### src/rtl/dgs_blink_decoder_if.sv
// Blink decoder bus: the raw blink line in, decoded code and strobes out.
// The decoder takes the slave view; whoever drives the line takes the master view.
interface dgs_blink_decoder_if #(
    parameter int CNT_W = 4
);
    logic             BLINK_IN;
    logic [CNT_W-1:0] CODE;
    logic             CODE_VALID;
    logic             ERR;

    modport master (output BLINK_IN, input CODE, CODE_VALID, ERR);
    modport slave  (input BLINK_IN, output CODE, CODE_VALID, ERR);
endinterface

### src/rtl/dgs_blink_decoder.sv
// Recovers the short-pulse count of each blink frame from an asynchronous blink line.
// Define DGS_DEC_REPEAT_CHECK_EN to report a count only after two matching frames in a row.
module dgs_blink_decoder #(
    parameter int FREQ_HZ  = 100000000,
    parameter int PULSE_US = 1,
    parameter int GAP_US   = 5,
    parameter int CNT_W    = 4
) (
    input  logic               CLK,
    input  logic               RST,
    dgs_blink_decoder_if.slave bus
);
    localparam int TICKS_US = FREQ_HZ / 1000000;
    localparam int PULSE_T  = TICKS_US * PULSE_US;
    localparam int PMIN     = PULSE_T / 2;
    localparam int PMAX     = PULSE_T + PULSE_T / 2;
    localparam int GAP_T    = TICKS_US * GAP_US;
    localparam int WCNT_W   = $clog2(GAP_T + 1);
    localparam int PCNT_W   = CNT_W + 1;

    localparam logic [WCNT_W-1:0] W_ONE   = WCNT_W'(1);
    localparam logic [WCNT_W-1:0] W_PMIN  = WCNT_W'(PMIN);
    localparam logic [WCNT_W-1:0] W_LONG  = WCNT_W'(PMAX + 1);
    localparam logic [WCNT_W-1:0] W_GAP   = WCNT_W'(GAP_T);
    localparam logic [WCNT_W-1:0] W_MAX   = '1;

    typedef enum logic [1:0] {ST_SYNC, ST_IDLE, ST_HIGH, ST_LOW} state_t;

    state_t              state_q, state_d;
    logic [1:0]          sync_q;
    logic                prev_q;
    logic [WCNT_W-1:0]   wcnt_q, wcnt_d, wcnt_inc;
    logic [PCNT_W-1:0]   pcnt_q, pcnt_d, pcnt_inc;
    logic [CNT_W-1:0]    code_q, code_d;
    logic                code_valid_q, code_valid_d;
    logic                err_q, err_d;
    logic                line, rise, fall, fault;
`ifdef DGS_DEC_REPEAT_CHECK_EN
    logic [CNT_W-1:0]    cand_q, cand_d;
    logic                cand_vld_q, cand_vld_d;
`endif

    assign line     = sync_q[1];
    assign rise     = line & ~prev_q;
    assign fall     = ~line & prev_q;
    assign wcnt_inc = (wcnt_q == W_MAX) ? wcnt_q : wcnt_q + W_ONE;
    assign pcnt_inc = pcnt_q + PCNT_W'(1);

    // NOTE: every register updates with <= so all of them see pre-edge values.
    always_ff @(posedge CLK) begin
        if (RST) begin
            state_q      <= ST_SYNC;
            sync_q       <= '0;
            prev_q       <= 1'b0;
            wcnt_q       <= '0;
            pcnt_q       <= '0;
            code_q       <= '0;
            code_valid_q <= 1'b0;
            err_q        <= 1'b0;
`ifdef DGS_DEC_REPEAT_CHECK_EN
            cand_q       <= '0;
            cand_vld_q   <= 1'b0;
`endif
        end else begin
            state_q      <= state_d;
            sync_q       <= {sync_q[0], bus.BLINK_IN};
            prev_q       <= sync_q[1];
            wcnt_q       <= wcnt_d;
            pcnt_q       <= pcnt_d;
            code_q       <= code_d;
            code_valid_q <= code_valid_d;
            err_q        <= err_d;
`ifdef DGS_DEC_REPEAT_CHECK_EN
            cand_q       <= cand_d;
            cand_vld_q   <= cand_vld_d;
`endif
        end
    end

    // NOTE: defaults first so no path through the case leaves a signal unassigned (no latches).
    always_comb begin
        state_d      = state_q;
        wcnt_d       = wcnt_q;
        pcnt_d       = pcnt_q;
        code_d       = code_q;
        code_valid_d = 1'b0;
        err_d        = 1'b0;
        fault        = 1'b0;
`ifdef DGS_DEC_REPEAT_CHECK_EN
        cand_d       = cand_q;
        cand_vld_d   = cand_vld_q;
`endif
        unique case (state_q)
            ST_SYNC: begin
                if (wcnt_q == W_GAP) begin
                    state_d = ST_IDLE;
                    wcnt_d  = '0;
                    pcnt_d  = '0;
                end else if (line) begin
                    wcnt_d = '0;
                end else begin
                    wcnt_d = wcnt_inc;
                end
            end
            // Level, not edge: a rise that coincided with frame end is still pending here.
            ST_IDLE: begin
                if (line) begin
                    state_d = ST_HIGH;
                    wcnt_d  = W_ONE;
                end
            end
            ST_HIGH: begin
                if (wcnt_q == W_LONG) begin
                    fault = 1'b1;
                end else if (fall) begin
                    if ((wcnt_q < W_PMIN) || pcnt_inc[CNT_W]) begin
                        fault = 1'b1;
                    end else begin
                        pcnt_d  = pcnt_inc;
                        state_d = ST_LOW;
                        wcnt_d  = W_ONE;
                    end
                end else begin
                    wcnt_d = wcnt_inc;
                end
            end
            ST_LOW: begin
                if (wcnt_q == W_GAP) begin
                    state_d = ST_IDLE;
                    wcnt_d  = '0;
                    pcnt_d  = '0;
`ifdef DGS_DEC_REPEAT_CHECK_EN
                    if (cand_vld_q && (cand_q == pcnt_q[CNT_W-1:0])) begin
                        code_d       = pcnt_q[CNT_W-1:0];
                        code_valid_d = 1'b1;
                    end else begin
                        cand_d     = pcnt_q[CNT_W-1:0];
                        cand_vld_d = 1'b1;
                    end
`else
                    code_d       = pcnt_q[CNT_W-1:0];
                    code_valid_d = 1'b1;
`endif
                end else if (rise) begin
                    state_d = ST_HIGH;
                    wcnt_d  = W_ONE;
                end else begin
                    wcnt_d = wcnt_inc;
                end
            end
            default: state_d = ST_SYNC;
        endcase

        if (fault) begin
            err_d   = 1'b1;
            state_d = ST_SYNC;
            wcnt_d  = '0;
            pcnt_d  = '0;
`ifdef DGS_DEC_REPEAT_CHECK_EN
            cand_vld_d = 1'b0;
`endif
        end
    end

    assign bus.CODE       = code_q;
    assign bus.CODE_VALID = code_valid_q;
    assign bus.ERR        = err_q;
endmodule

### src/flat_wrapper.sv
// flat-port wrapper written by rule: the top's interface ports become plain ports
module dgs_blink_decoder_flat 
#(
    parameter int FREQ_HZ  = 100000000,
    parameter int PULSE_US = 1,
    parameter int GAP_US   = 5,
    parameter int CNT_W    = 4
)
  (CLK, RST, bus_BLINK_IN, bus_CODE, bus_CODE_VALID, bus_ERR);
  dgs_blink_decoder_if #(.CNT_W(CNT_W)) bus_i ();
  input  logic CLK;
  input  logic RST;
  input wire logic [$bits(bus_i.BLINK_IN)-1:0] bus_BLINK_IN;
  output wire logic [$bits(bus_i.CODE)-1:0] bus_CODE;
  output wire logic [$bits(bus_i.CODE_VALID)-1:0] bus_CODE_VALID;
  output wire logic [$bits(bus_i.ERR)-1:0] bus_ERR;
  assign bus_i.BLINK_IN = bus_BLINK_IN;
  assign bus_CODE = bus_i.CODE;
  assign bus_CODE_VALID = bus_i.CODE_VALID;
  assign bus_ERR = bus_i.ERR;
  dgs_blink_decoder #(.FREQ_HZ(FREQ_HZ), .PULSE_US(PULSE_US), .GAP_US(GAP_US), .CNT_W(CNT_W)) u_core (.CLK(CLK), .RST(RST), .bus(bus_i));
endmodule
### config.mk
export PLATFORM = sky130hd
export DESIGN_NAME = dgs_blink_decoder_flat
export DESIGN_NICKNAME = d
export VERILOG_FILES = /design/src/rtl/dgs_blink_decoder_if.sv /design/src/rtl/dgs_blink_decoder.sv /design/src/flat_wrapper.sv
export SDC_FILE = /design/constraint.sdc
export NUM_CORES = 1
export LEC_CHECK = 0
export BUFFER_PORTS_ARGS = -buffer_cell sky130_fd_sc_hd__buf_2
export CAP_MARGIN = 10
export CORE_MARGIN = 1
export CORE_UTILIZATION = 40
export CTS_BUF_LIST = sky130_fd_sc_hd__clkbuf_8
export DETAILED_ROUTE_END_ITERATION = 10
export PLACE_DENSITY = 0.54
export SLEW_MARGIN = 20
export SYNTH_ARGS = -nofsm -noshare
export SYNTH_HDL_FRONTEND = slang
export SYNTH_SLANG_ARGS = --single-unit
### constraint.sdc
create_clock -name CLK -period 2.7 [get_ports CLK]
set_clock_uncertainty 0.1 [all_clocks]
set_input_delay 0 -clock CLK [delete_from_list [all_inputs] [get_ports CLK]]
set_output_delay 0 -clock CLK [all_outputs]
set_load 0.1 [all_outputs]
* Yosys cells after proc, flatten, opt, wreduce, memory -nomap -nowiden
Index checks and enable logic that the tools add are counted.
Cells by class: reduce and logical (&&, ||, !) cells 10, equality and inequality tests 14, bitwise logic cells 5, $add $sub $neg 2, muxes and demuxes 29, $lt $le $gt $ge 1
Operators with widths (count):
- two-way mux 9 bit | 9
- one-hot mux 9 bit (4 select lines) | 1
- two-way mux 5 bit | 4
- equality test 9 bit (second input constant) | 2
- two-way mux 2 bit | 7
- one-hot mux 5 bit (2 select lines) | 1
- adder 9 x 1 -> 9 bit (second input constant) | 1
- equality test 9 x 8 -> 1 bit (second input constant) | 1
- less-than comparator 9 x 6 -> 1 bit (second input constant) | 1
- inequality test 2 x 1 -> 1 bit (second input constant) | 4
- one-hot mux 2 bit (4 select lines) | 1
- two-way mux 1 bit | 6
- AND reduction 6 bit | 1
- OR reduction 2 bit | 3
- adder 5 x 1 -> 5 bit (second input constant) | 1
- AND reduction 5 bit | 1
- equality test 2 bit (second input constant) | 2
- inequality test 2 bit (second input constant) | 2
- inequality test 3 x 1 -> 1 bit (second input constant) | 1
- inequality test 3 bit (second input constant) | 1
- inverter 1 bit | 3
- AND reduction 3 bit | 1
- AND 1 bit | 2
- equality test 2 x 1 -> 1 bit (second input constant) | 1
- other kinds (4) | 4
Storage, ports and cells: bits in registers 25, logic and storage cells 69, input port bits 3

* Depth between registers and ports, before layout
word-level depth 7, gate-level depth with buffers 9, depth with buffers taken out 8

* Least setup slack after synthesis
No wires, ideal clock.
path kind reg2reg, start register u_core.wcnt_q[0], end register u_core.state_q[1], stages on the path, launching flop included 10, setup time 0.088 ns, path buffers 1, required time 2.512 ns, slack 0.459 ns, data arrival time 2.053 ns, path through dfxtp_1 -> inv_1 -> ha_1 -> nand4b_4 -> or3_1 -> buf_2 -> a32o_2 -> nor4_4 -> a21oi_1 -> a311oi_2
On the way: longest elaborated chain between the ends 7
Ends and longest elaborated chain:
- start: declaration | line dgs_blink_decoder.sv:32 | logic [WCNT_W-1:0] wcnt_q, wcnt_d, wcnt_inc;
- start signal: assignment | line dgs_blink_decoder.sv:68 | wcnt_q <= wcnt_d;
- less-than comparator 9 x 6 -> 1 bit | line dgs_blink_decoder.sv:116 | if ((wcnt_q < W_PMIN) || pcnt_inc[CNT_W]) begin
- logical OR 1 bit | line dgs_blink_decoder.sv:116
- two-way mux 1 bit | line dgs_blink_decoder.sv:116
- two-way mux 1 bit | line dgs_blink_decoder.sv:115 | end else if (fall) begin
- two-way mux 1 bit | line dgs_blink_decoder.sv:113 | if (wcnt_q == W_LONG) begin
- two-way mux 1 bit | line dgs_blink_decoder.sv:93 | unique case (state_q)
- OR reduction 2 bit (no source line)
- end signal: assignment | line dgs_blink_decoder.sv:65 | state_q <= state_d;
- end: declaration | line dgs_blink_decoder.sv:29 | state_t state_q, state_d;
Parallel ways exist; a longest one is shown, timed or not. A chain may end at the register's enable or synchronous reset.

* Final worst setup path
start register u_core.state_q[0], end register u_core.wcnt_q[5]
On the way: longest elaborated chain between the ends 3
Ends and longest elaborated chain (line):
- equality test 2 bit or equality test 2 x 1 -> 1 bit (tied branches) | dgs_blink_decoder.sv:93
- inequality test 3 bit (no source line), or another cell as far along
- AND reduction 3 bit (no source line) or OR reduction 2 bit (tied branches)
Parallel ways exist; a longest one is shown, timed or not.

==> load_flow_metrics.sql <==
INSERT INTO impl_metrics (metric_group, metric, value, unit) VALUES
('status', 'status', 'finished, final reports clean', ''),
('worst_setup_path', 'critical_path.max_fanout', '11', ''),
('min_path', 'hold_path_depth', '2', ''),
('detailed_routing', 'ant_nets', '0', ''),
('worst_setup_path', 'startpoint_to_endpoint_class_of_the_critical_path', 'flop to flop', ''),
('logic_synthesis', 'synth.distinct_cells', '50', ''),
('timing', 'relSlewSlack', '57.1', '%'),
('clock_network', 'cts_buffers', '3', ''),
('clock_network', 'max-clock-path-buffers', '2', ''),
('flow_run', 'timing.max_cap.violations', '0', ''),
('layout', 'commonest_cells_after_routing_fill_and_taps_aside', 'sky130_fd_sc_hd__dfxtp_1, sky130_fd_sc_hd__nor2_1, sky130_fd_sc_hd__nand2_1', ''),
('timing', 'worst-slew-pin-transition', '0.642', 'ns'),
('logic_synthesis', 'synth_enable_flop_cells', '0', ''),
('power', 'powerDensity', '520', 'nW/um^2'),
('power', 'static-leakage-power', '0.637', 'nW'),
('timing', 'layout_worst_path_cycle_share', '94.5', '%'),
('placement', 'dpl.hpwl', '2.50', 'mm'),
('power', 'relative_contribution_of_the_clock_network_to_total_power', '25.0', '%'),
('logic_synthesis', 'average_footprint_of_a_synthesized_cell', '8.49', 'sq um'),
('clock_network', 'tritoncts', 'built', ''),
('layout', 'nets', '200', ''),
('worst_setup_path', 'launching_element_type_of_the_critical_path', 'flop', ''),
('min_path', 'min-delay-path-class', 'flop to flop', ''),
('layout', 'antenna_cells_inserted', '0', ''),
('floorplanning', 'die_span_x', '63.3', 'microns'),
('timing', 'slew_viol_final', '0', ''),
('placement', 'placed_area', '1590', 'sq um'),
('layout', 'fillerInstances', '357', ''),
('detailed_routing', 'routed_via_density', '5.54', ''),
('worst_setup_path', 'worstReg2RegEnd', 'u_core.wcnt_q[5]', ''),
('worst_setup_path', 'worst-endpoint-arrival', '2.61', 'ns'),
('floorplanning', 'core_region_area', '3470', 'sq um'),
('clock_network', 'cts_num_sinks', '25', ''),
('detailed_routing', 'drt-pass1-iter-count', '4', ''),
('logic_synthesis', 'yosys_warnings', '0', ''),
('logic_synthesis', 'seq_area_frac_synth', '33.3', '%'),
('placement', 'port_buffers', '8', ''),
('worst_setup_path', 'cp_capture_type', 'flop', ''),
('clock_network', 'cts_h_tree_lvls', '1', ''),
('global_route', 'gr-total-overflow', '0', ''),
('global_route', 'grt_first_pass_wirelength', '6.00', 'mm'),
('floorplanning', 'io-pin-count', '9', ''),
('logic_synthesis', 'post_synth_inst_count', '177', ''),
('power', 'comb_power_share', '26.4', '%'),
('power', 'seq_power_share', '48.5', '%'),
('placement', 'gp_congestion', '0.918', ''),
('floorplanning', 'chipHeight', '63.3', 'microns'),
('floorplanning', 'dieArea', '4010', 'sq um'),
('detailed_routing', 'drt_iter0_drc', '88', ''),
('logic_synthesis', 'number_of_synthesized_register_bits', '25', ''),
('clock_network', 'clkTransAtPathRegs', '0.09', 'ns'),
('min_path', 'holdPathEnd', 'u_core.bus.CODE[1]', ''),
('logic_synthesis', 'yosysTopAreaCellShare', '33.3', '%'),
('timing', 'setup-violations-final', '0', ''),
('clock_network', 'clk_root_buffer_cell', 'sky130_fd_sc_hd__clkbuf_8', ''),
('layout', 'most_common_cell_after_layout_fill_and_taps_aside', 'sky130_fd_sc_hd__dfxtp_1', ''),
('global_route', 'via_count_of_the_first_global_routing_pass', '1318', ''),
('power', 'netSwitchingPower', '0.000280', 'W'),
('logic_synthesis', 'ys_async_sr_fraction', '0', '%'),
('global_route', 'grt_antenna_before_repair', '0', ''),
('power', 'fin_total_pwr', '0.000864', 'W'),
('timing', 'setup_total_negative_slack', '0', 'ns'),
('worst_setup_path', 'r2r_slack', '0.15', 'ns'),
('detailed_routing', 'via_count', '1297', ''),
('global_route', 'grt.total_usage', '18.7', '%'),
('power', 'cellInternalPower', '0.000583', 'W'),
('detailed_routing', 'wl_per_cell', '14.1', 'microns'),
('logic_synthesis', 'netlist.top_cell.by_area', 'sky130_fd_sc_hd__dfxtp_1', ''),
('timing', 'grt_setup_unrepaired', 'false', ''),
('worst_setup_path', 'r2r.worst_path.cells', '9', ''),
('logic_synthesis', 'synth.net_count', '188', '');
-- synth_stat cells, types with 4 or more instances --
cell type                  number
sky130_fd_sc_hd__mux2i_1        4
sky130_fd_sc_hd__nand2b_1       4
sky130_fd_sc_hd__nand2_1       13
sky130_fd_sc_hd__dfxtp_1       25
sky130_fd_sc_hd__nor3_1         7
sky130_fd_sc_hd__inv_1          7
sky130_fd_sc_hd__xnor2_1        5
sky130_fd_sc_hd__a21oi_1        9
sky130_fd_sc_hd__nor2_1        20
sky130_fd_sc_hd__or3_1          4
sky130_fd_sc_hd__ha_1           8
sky130_fd_sc_hd__nand3_1       12
sky130_fd_sc_hd__nor2b_1        8
-- worst max path at each step --
stage               slack, ns         startpoint  cells past startpoint                 to
global placement         0.22  u_core.state_q[0]                      9   u_core.wcnt_q[5]
finish                   0.15  u_core.state_q[0]                      9   u_core.wcnt_q[5]
global route            0.009  u_core.state_q[0]                      9   u_core.wcnt_q[5]
detailed placement       0.12  u_core.state_q[0]                      9   u_core.wcnt_q[5]
floorplan                0.46   u_core.wcnt_q[0]                      9  u_core.state_q[1]
CTS                      0.11  u_core.state_q[0]                      9   u_core.wcnt_q[5]
-- routing by layer --
metal | track usage (%) | share of wire, %
met1 | 22.6 | 46
met2 | 32.9 | 50
met3 | 3.99 | 2.8
met4 | 5.40 | 0.60
met5 | 0 | 0
-- power by group through the flow --
stage	sequential, W	combinational, W	clock [W]
3_3_place_gp	0.000427	0.000218	0
5_1_grt	0.000423	0.000256	0.000242
6_report	0.000419	0.000228	0.000216
2_1_floorplan	0.000420	0.000180	0
3_5_place_dp	0.000429	0.000218	0
4_1_cts	0.000420	0.000226	0.000227
-- metrics by stage --
stage	util, %	hold WS (ns)	setup WS [ns]	std cells
after CTS	47.9	0.356	0.113	234
after global placement	45.7	0.108	0.217	227
after detailed placement	45.7	0.116	0.117	227
after floorplan	-	0.0282	0.459	177
final	47.9	0.350	0.147	234
after global routing	47.9	0.377	0.00892	234
-- cells by family after synthesis --
family | Yosys count | share of synthesized area (%)
buffers and inverters | 14 | 4.25
XOR/XNOR | 7 | 4.08
multiplexers | 5 | 3.41
adder cells (fa/ha/maj) | 8 | 6.66
AO/OA/AOI/OAI | 33 | 16.3
AND/OR/NAND/NOR | 85 | 32.0
flip-flops | 25 | 33.3
-- critical path: stages, from the launching register on --
cell and delay (ns):
sky130_fd_sc_hd__dfxtp_1 0.40, sky130_fd_sc_hd__inv_1 0.12, sky130_fd_sc_hd__ha_1 0.26, sky130_fd_sc_hd__buf_4 0.18
sky130_fd_sc_hd__nand2_1 0.07, sky130_fd_sc_hd__mux2i_1 0.12, sky130_fd_sc_hd__a211o_2 0.44, sky130_fd_sc_hd__or4_1 0.56
sky130_fd_sc_hd__xor2_1 0.14, sky130_fd_sc_hd__nor2_1 0.05
-- area by class of cell --
| type | instances | area, sq um | area share, % |
|---|---|---|---|
| Multi-Input combinational cell | 138 | 940 | 56.6 |
| Sequential cell | 25 | 500 | 30.1 |
| Timing Repair Buffer | 14 | 92.6 | 5.57 |
| Tap cell | 46 | 57.6 | 3.46 |
| Clock buffer | 3 | 41.3 | 2.48 |
| Inverter | 7 | 26.3 | 1.58 |
| Clock inverter | 1 | 3.75 | 0.226 |
-- flip-flops by register name, indices dropped and copies added, names as in the netlist --
signal,flops
u_core.bus.CODE,4
u_core.sync_q,2
u_core.bus.ERR,1
u_core.prev_q,1
u_core.bus.CODE_VALID,1
u_core.state_q,2
u_core.wcnt_q,9
u_core.pcnt_q,5
-- timing repair --
item,4_1_cts,5_1_grt
setup buffers,0,0
setup endpoints to repair,0,3
gates resized for setup,0,1
endpoints found under the hold margin,9,0
hold buffers,3,0
Note: power is estimated with default switching activity, not from simulation.
